`src/rtl/lsu_pkg.sv`:
```
// Shared types for the load/store unit: access-size encoding, FSM states and the
// default memory depth.
package lsu_pkg;

    typedef enum logic [1:0] {
        SizeByte    = 2'b00,
        SizeHalf    = 2'b01,
        SizeWord    = 2'b10,
        SizeIllegal = 2'b11
    } size_e;

    typedef enum logic [2:0] {
        IDLE,
        RD,
        CAP,
        WR,
        RESP
    } state_e;

    localparam int unsigned MEM_WORDS_DEFAULT = 41;

    // Alignment/encoding fault only; the range check depends on module parameters.
    function automatic logic lsu_bad_access(input size_e size, input logic [1:0] lo);
        unique case (size)
            SizeByte:    return 1'b0;
            SizeHalf:    return lo[0];
            SizeWord:    return |lo;
            SizeIllegal: return 1'b1;
            default:     return 1'b1;
        endcase
    endfunction

endpackage

```
`src/rtl/lsu_lane.sv`:
```
// Little-endian lane logic: extracts/extends load data and merges sub-word store
// data into the word read back from memory.
module lsu_lane
    import lsu_pkg::*;
(
    input  size_e       i_size,
    input  logic        i_signed,
    input  logic [1:0]  i_lane,
    input  logic [31:0] i_rdata,
    input  logic [31:0] i_wdata,
    output logic [31:0] o_load,
    output logic [31:0] o_merge
);

    logic [7:0]  w_byte;
    logic [15:0] w_half;

    always_comb begin
        w_byte = 8'h00;
        unique case (i_lane)
            2'd0: w_byte = i_rdata[7:0];
            2'd1: w_byte = i_rdata[15:8];
            2'd2: w_byte = i_rdata[23:16];
            2'd3: w_byte = i_rdata[31:24];
            default: w_byte = 8'h00;
        endcase
        w_half = i_lane[1] ? i_rdata[31:16] : i_rdata[15:0];
    end

    always_comb begin
        o_load = i_rdata;
        case (i_size)
            SizeByte: o_load = {{24{i_signed & w_byte[7]}}, w_byte};
            SizeHalf: o_load = {{16{i_signed & w_half[15]}}, w_half};
            default:  o_load = i_rdata;
        endcase
    end

    always_comb begin
        o_merge = i_rdata;
        case (i_size)
            SizeByte: begin
                unique case (i_lane)
                    2'd0: o_merge[7:0]   = i_wdata[7:0];
                    2'd1: o_merge[15:8]  = i_wdata[7:0];
                    2'd2: o_merge[23:16] = i_wdata[7:0];
                    2'd3: o_merge[31:24] = i_wdata[7:0];
                    default: o_merge = i_rdata;
                endcase
            end
            SizeHalf: begin
                if (i_lane[1]) o_merge[31:16] = i_wdata[15:0];
                else           o_merge[15:0]  = i_wdata[15:0];
            end
            default: o_merge = i_wdata;
        endcase
    end

endmodule

```
`src/rtl/load_store_unit.sv`:
```
// Single-outstanding load/store unit: word stores write directly, sub-word stores
// read-modify-write, loads read then extract; errors respond without memory access.
module load_store_unit
    import lsu_pkg::*;
#(
    parameter int unsigned MEM_WORDS = MEM_WORDS_DEFAULT,
    parameter int unsigned ADDR_W    = 32
) (
    input  logic              clk,
    input  logic              reset,
    input  logic              req_valid,
    output logic              req_ready,
    input  logic              req_write,
    input  logic [1:0]        req_size,
    input  logic              req_signed,
    input  logic [ADDR_W-1:0] req_addr,
    input  logic [31:0]       req_wdata,
    output logic              resp_valid,
    output logic [31:0]       resp_rdata,
    output logic              resp_err,
    output logic [ADDR_W-1:0] mem_address,
    output logic [31:0]       mem_write_data,
    output logic              mem_write_signal,
    input  logic [31:0]       mem_read_data
);

    state_e            r_state;
    logic              r_write;
    size_e             r_size;
    logic              r_signed;
    logic [ADDR_W-1:0] r_addr;
    logic [31:0]       r_wdata;
    logic              r_resp_valid;
    logic [31:0]       r_resp_rdata;
    logic              r_resp_err;
    logic [ADDR_W-1:0] r_mem_address;
    logic [31:0]       r_mem_write_data;
    logic              r_mem_write_signal;

    size_e             w_req_size;
    logic [ADDR_W-1:0] w_req_index;
    logic [ADDR_W-1:0] w_cur_index;
    logic              w_err;
    logic [31:0]       w_load;
    logic [31:0]       w_merge;

    assign w_req_size  = size_e'(req_size);
    assign w_req_index = {2'b00, req_addr[ADDR_W-1:2]};
    assign w_cur_index = {2'b00, r_addr[ADDR_W-1:2]};
    assign w_err       = lsu_bad_access(w_req_size, req_addr[1:0]) ||
                         (w_req_index >= ADDR_W'(MEM_WORDS));

    assign req_ready        = (r_state == IDLE) && !reset;
    assign resp_valid       = r_resp_valid;
    assign resp_rdata       = r_resp_rdata;
    assign resp_err         = r_resp_err;
    assign mem_address      = r_mem_address;
    assign mem_write_data   = r_mem_write_data;
    assign mem_write_signal = r_mem_write_signal;

    lsu_lane u_lane (
        .i_size   (r_size),
        .i_signed (r_signed),
        .i_lane   (r_addr[1:0]),
        .i_rdata  (mem_read_data),
        .i_wdata  (r_wdata),
        .o_load   (w_load),
        .o_merge  (w_merge)
    );

    // Outputs are registered on the transition into the state that owns them.
    always_ff @(posedge clk) begin
        if (reset) begin
            r_state            <= IDLE;
            r_write            <= 1'b0;
            r_size             <= SizeByte;
            r_signed           <= 1'b0;
            r_addr             <= '0;
            r_wdata            <= '0;
            r_resp_valid       <= 1'b0;
            r_resp_rdata       <= '0;
            r_resp_err         <= 1'b0;
            r_mem_address      <= '0;
            r_mem_write_data   <= '0;
            r_mem_write_signal <= 1'b0;
        end else begin
            r_resp_valid       <= 1'b0;
            r_resp_err         <= 1'b0;
            r_mem_write_signal <= 1'b0;
            unique case (r_state)
                IDLE: begin
                    if (req_valid) begin
                        r_write  <= req_write;
                        r_size   <= w_req_size;
                        r_signed <= req_signed;
                        r_addr   <= req_addr;
                        r_wdata  <= req_wdata;
                        if (w_err) begin
                            r_state      <= RESP;
                            r_resp_valid <= 1'b1;
                            r_resp_err   <= 1'b1;
                            r_resp_rdata <= '0;
                        end else if (req_write && (w_req_size == SizeWord)) begin
                            r_state            <= WR;
                            r_mem_address      <= w_req_index;
                            r_mem_write_data   <= req_wdata;
                            r_mem_write_signal <= 1'b1;
                        end else begin
                            r_state       <= RD;
                            r_mem_address <= w_req_index;
                        end
                    end
                end
                RD: r_state <= CAP;
                CAP: begin
                    if (r_write) begin
                        r_state            <= WR;
                        r_mem_address      <= w_cur_index;
                        r_mem_write_data   <= w_merge;
                        r_mem_write_signal <= 1'b1;
                    end else begin
                        r_state      <= RESP;
                        r_resp_valid <= 1'b1;
                        r_resp_rdata <= w_load;
                    end
                end
                WR: begin
                    r_state      <= RESP;
                    r_resp_valid <= 1'b1;
                end
                RESP: r_state <= IDLE;
                default: r_state <= IDLE;
            endcase
        end
    end

endmodule

```
`config.mk`:
```
export PLATFORM = sky130hd
export DESIGN_NAME = load_store_unit
export DESIGN_NICKNAME = d
export VERILOG_FILES = /design/src/rtl/lsu_pkg.sv /design/src/rtl/lsu_lane.sv /design/src/rtl/load_store_unit.sv
export SDC_FILE = /design/constraint.sdc
export NUM_CORES = 1
export LEC_CHECK = 0
export CAP_MARGIN = 20
export CORE_MARGIN = 3
export CORE_UTILIZATION = 50
export DETAILED_ROUTE_END_ITERATION = 10
export PLACE_DENSITY_LB_ADDON = 0.3
export SYNTH_ARGS = -nofsm -noshare
export SYNTH_HDL_FRONTEND = slang
export SYNTH_SLANG_ARGS = --single-unit
export TNS_END_PERCENT = 50
```
`constraint.sdc`:
```
create_clock -name clk -period 2.95 [get_ports clk]
set_clock_uncertainty 0.15 [all_clocks]
set_input_delay 0.59 -clock clk [delete_from_list [all_inputs] [get_ports clk]]
set_output_delay 0.59 -clock clk [all_outputs]
set_load 0.02 [all_outputs]
```
# Word level (Yosys, flattened, before mapping)
# Index checks and enable logic that the tools add are counted.
op_classes:
  magnitude_cmp: 1
  muxes: 38
  n_reduce_logical: 15
  eq_ne: 16
  bitwise: 3
op_table:
  columns: ["op", "n"]
  rows:
  - ["32-bit two-way mux", 10]
  - ["32-bit one-hot mux with 2 select lines", 5]
  - ["16-bit two-way mux", 3]
  - ["8-bit two-way mux", 4]
  - ["8-bit one-hot mux with 4 select lines", 1]
  - ["30-bit by 6-bit >= comparator with 1-bit output (second input constant)", 1]
  - ["3-bit one-hot mux with 4 select lines", 1]
  - ["2-bit inequality test (second input constant)", 5]
  - ["3-bit two-way mux", 3]
  - ["2-bit == test (second input constant)", 4]
  - ["4-bit AND reduction", 2]
  - ["1-bit two-way mux", 7]
  - ["2-bit by 1-bit == test with 1-bit output (second input constant)", 3]
  - ["3-bit by 2-bit == test with 1-bit output (second input constant)", 2]
  - ["2-bit logical NOT", 3]
  - ["5-bit AND reduction", 1]
  - ["1-bit one-hot mux with 4 select lines", 1]
  - ["2-bit OR reduction", 2]
  - ["3-bit by 1-bit == test with 1-bit output (second input constant)", 1]
  - ["3-bit logical NOT", 1]
  - ["1-bit one-hot mux with 3 select lines", 1]
  - ["1-bit AND", 2]
  - ["1-bit logical AND", 2]
  - ["2-bit two-way mux", 1]
  - ["7 further kinds", 7]
totals:
  input_bits: 103
  regBits: 170
  elab_cells: 85
  out_inout_bits: 100

# Logic depth before layout (Yosys ltp)
depth:
  word_depth: 6
  mapped_depth: 8

# Modules after synthesis
# From an unflattened synthesis, not the netlist that was laid out.
hier_totals:
  hier_cells: 1052
  hier_area_um2: 8578.2
modules_own_cells:
  columns: ["module", "cells_per_inst", "area_each_um2", "n_inst"]
  rows:
  - ["load_store_unit", 828, 6960.4, 1]
  - ["lsu_lane", 224, 1617.8, 1]

# Worst setup path after synthesis
# No wires, ideal clock.
synth_path:
  path_kind: "input to register"
  start: "input port req_addr[19]"
  end: "register r_mem_write_data[15] (netlist: mem_write_data[15])"
  t_required_ns: 2.668
  cell_stages: 7
  t_arrival_ns: 2.055
  slack_ns: 0.614
  path_cell_list: "nor4_1 -> nand4_1 -> or4_1 -> clkbuf_1 -> buf_2 -> nand4b_1 -> o41ai_2"
synth_between:
  elab_chain_len: 4
synth_lines:
  columns: ["element", "line_no", "text"]
  rows:
  - ["from (decl)", "load_store_unit.sv:16", "input logic [ADDR_W-1:0] req_addr,"]
  - ["30-bit by 6-bit >= comparator with 1-bit output", "load_store_unit.sv:51", "(w_req_index >= ADDR_W'(MEM_WORDS));"]
  - ["1-bit logical OR", "load_store_unit.sv:50", "assign w_err = lsu_bad_access(w_req_size, req_addr[1:0]) ||"]
  - ["2-bit inequality test (no source line)", null, null]
  - ["5-bit AND reduction (no source line)", null, null]
  - ["to (signal assigned)", "load_store_unit.sv:106", "r_mem_write_data <= req_wdata;"]
  - ["to (signal assigned)", "load_store_unit.sv:119", "r_mem_write_data <= w_merge;"]
  - ["to (decl)", "load_store_unit.sv:37", "logic [31:0] r_mem_write_data;"]
# No other way between the ends.
# A chain may end at the register's enable or synchronous reset.

# Worst setup path in the final report
layout_path:
  start: "register r_state[2]"
  end: "output port req_ready"
layout_between:
  elab_chain_len: 2
layout_lines:
  columns: ["element", "line_no", "text"]
  rows:
  - ["from (decl)", "load_store_unit.sv:27", "state_e r_state;"]
  - ["from (signal assigned)", "load_store_unit.sv:74", "r_state <= IDLE;"]
  - ["from (signal assigned)", "load_store_unit.sv:99", "r_state <= RESP;"]
  - ["from (signal assigned)", "load_store_unit.sv:104", "r_state <= WR;"]
  - ["3-bit logical NOT", "load_store_unit.sv:53", "assign req_ready = (r_state == IDLE) && !reset;"]
  - ["1-bit logical AND", "load_store_unit.sv:53", null]
  - ["to (decl)", "load_store_unit.sv:12", "output logic req_ready,"]
# No other way between the ends.

==> metrics.md <==
| Metric | Value |
|---|---|
| Via-per-instance ratio | approximately 6 |
| CTS max path bufs | 2 |
| CTS buffer count | 17 |
| IO Count | 203 |
| Initial core utilization | 0.518 |
| XOR/XNOR Fraction of Synth Area | 0 |
| Via count | roughly 8700 |
| Syn Inst Count | ~1000 |
| HP Class | flop to flop |
| Synth Register Bits | 168 |
| Fraction of layout cells with a size suffix above 1 | 0.0920 |
| CTS tree | built |
| Most numerous cell in the Yosys netlist | nand2_1 |
| Multiplexer share of the synthesized area | 0.0685 |
| Flop2flop setup slack | about 0.34 ns |
| Synth Area per Inst | 7.95 sq um |
| Nets | about 1300 |
| Vias in the first global route | about 8300 |
| Final WL | ~28000 microns |
| Reg2Reg Launch Point | r_addr[1] |
| Synth cell types | 55 |
| Max-cap violations | 0 |
| Register Area | 3360 sq um |
| Largest family of logic cells by synthesized area | compound AO/OA/AOI/OAI gates |
| Filler cells | ~1300 |
| Fin crit share | 0.954 |
| Global-route wire length before repair | roughly 44000 microns |
| Crit path launch | r_state[2] |
| Critical Path AT | about 2.1 ns |
| Sequential-to-total area share from yosys stat | 0.404 |
| Commonest cells post-synth | nand2_1 (224), dfxtp_1 (168), a21oi_1 (134) |
| Ranking of synthesized cells by area | dfxtp_1 (40%), nand2_1 (10%), a21oi_1 (8.1%), mux2i_1 (5.9%), a311oi_1 (4.0%) |
| Clock Sinks | approximately 170 |
| Worst Path Required | approximately 2.2 ns |
| Multi-input gate area | between 4000 and 5000 sq um |
| Drt wl/cell | just under 20 microns |
| FFs w/ async S/R, synth | 0 |
| Number of DRC markers in iteration 0 | 944 |
| Cell count of the worst reg-to-reg path | 5 |
| Tmin final | 2.82 ns |
| Worst Setup Path Type | flop to output port |
| GR Overflow Total | 0 |
| Input/output buffers | 200 |
| Post-CTS Setup Bufs | 0 |
| Crit path max fanout | 13 |
| Hold Path Stages | 2 |
| Full die area | between 15000 and 20000 sq um |
| H-tree Lvls | 4 |
| CTS clock-pin slew for the worst setup and hold paths | approximately 0.070 ns |
| Post-synthesis compound-gate area fraction | 0.242 |
| Worst setup path endpoint | req_ready |
| Ys flop type | dfxtp_1 |
| Die Wd | 135 microns |
| Outcome | finished clean |
| Adder-Cell Fraction of Synth Area | 0 |
| Total leakage power | ~0.0040 uW |
| Count of warnings emitted by yosys | 0 |
| RD Place Congestion | a little under 1 |
| Post-CTS Hold Fix Bufs | 0 |
| Core ar. | ~16000 sq um |
| Worst-Skew Late Latency | ~0.43 ns |
| Row cnt | 46 |
| Area share of the largest cell type after synthesis | 0.404 |
| Slew @ Worst Pin | between 0.8 and 0.9 ns |
| Final core utilization | 0.702 |
| Initial antenna violation count | 0 |
| Diodes inserted | 0 |
| ANT nets after route | 0 |
| Fin. max-slew vios | 0 |
| Slew Limit Headroom | 0.436 |
| Area leader, netlist | dfxtp_1 |
| Layout area overhead | 35.5% |
| Reg-to-Reg End | mem_write_data[1] |
| Power Density | 484 nW/um^2 |
| Critical path capture point type | output port |
| Post-Layout Inst Area | 11300 sq um |
| EDFF count, synth | 0 |
| # DRC | 0 |
| RSZ-0062 raised after global routing | no |
| Count of final setup violators | 0 |
| Synth Cell Area | around 8300 sq um |
| Dpl cell area | 10600 sq um |
| Largest net degree at the start of global routing | ~180 |
| Hpwl dp | roughly 19000 microns |
| Hold Violations, Final | 0 |
| Root buffer cell | clkbuf_16 |
| VDD IR max | slightly above 0.0004 V |
| GRT Total Usage | 0.306 |
| Total power | 5450 uW |
| Chip Height | between 100 and 150 microns |
| Fmax | approximately 360 MHz |
| Post-synthesis simple-gate area fraction | 0.230 |
| Startpoint Class | flop |
| Drt pass-1 iters | 5 |
==> worst max-delay path: stages (launching register included) <==
cell and delay [ns]:
dfxtp_1 0.50, nor4_4 0.44, clkdlybuf4s50_1 0.70
==> cells in the final DEF (no fill, tap or decap), types with 4 or more instances in the layout <==
master	netlist	final
nand2_1	224	224
clkdlybuf4s50_1	0	199
dfxtp_1	168	168
a21oi_1	134	134
nor2_1	58	58
mux2i_1	49	49
buf_4	3	46
o21ai_0	43	43
a311oi_1	38	38
nand2b_1	35	35
nand3_1	33	33
nand4b_1	17	17
clkbuf_16	0	17
o211ai_1	10	10
and2_1	9	9
o221ai_1	9	9
a2111oi_0	8	8
a211o_1	8	8
o221a_2	8	8
a32oi_1	8	8
a221oi_1	8	8
nor4_1	9	8
o41ai_1	7	7
mux2_2	7	7
a21o_1	7	7
o21bai_1	7	7
buf_12	0	6
nor3_1	6	5
inv_8	0	5
inv_1	4	4
inv_6	0	4
==> report_power, final <==
part           switching [uW]  internal (uW)  total (uW)
sequential               73.1           2340        2420
combinational             413            342         755
clock                    1060           1220        2280
total                    1550           3900        5450
==> logic make-up after synthesis <==
family	Yosys count
buf+inv	108
mux	56
flops	168
compound gates	304
other cells	1
simple gates	409
==> final cells by class <==
cell class | instances | share of cell area
Clock inverter | 15 | 0.0158
Sequential cell | 168 | 0.299
Timing Repair Buffer | 251 | 0.218
Tap cell | 216 | 0.0240
Inverter | 6 | 0.00200
Multi-Input combinational cell | 771 | 0.404
Clock buffer | 17 | 0.0378
==> timing repair <==
item | CTS | global route
cloned | 0 | 0
endpoints found under the setup margin | 1 | 1
resized for setup | 1 | 1
==> metal layers <==
metal | GRT usage | vias up | part of all wire
li1 | - | 4078 | -
met4 | 0.116 | 0 | 0.031
met5 | 0 | - | 0
met2 | 0.491 | 457 | 0.46
met3 | 0.0700 | 66 | 0.095
met1 | 0.405 | 4108 | 0.41
==> how the worst min path moves through the flow <==
stage | slack (ns) | start | endpoint
6_report | 0.31 | r_addr[26] | r_addr[26]
5_1_grt | 0.33 | r_addr[2] | r_addr[2]
4_1_cts | 0.31 | r_wdata[16] | r_wdata[16]
3_5_place_dp | 0.30 | r_addr[20] | r_addr[20]
3_3_place_gp | 0.29 | r_addr[22] | r_addr[22]
2_1_floorplan | 0.29 | r_wdata[24] | r_wdata[24]
==> through the flow <==
step                instances  setup WS (ns)  hold WS [ns]  setup TNS (ns)
global placement         1412        -0.0927         0.292           -2.25
CTS                      1444         0.0845         0.306               0
detailed placement       1412         -0.151         0.297           -5.93
finish                   1444          0.135         0.306               0
floorplan                1047          0.614         0.286               0
global route             1444         0.0634         0.330               0
==> flip-flops by register name (all words and copies together), names as in the netlist <==
name              count
r_wdata              32
resp_rdata           32
r_signed              1
r_write               1
mem_write_signal      1
r_size                2
r_state               3
mem_address          30
mem_write_data       32
resp_err              1
resp_valid            1
r_addr               32
Power figures use the tool's default switching activity.
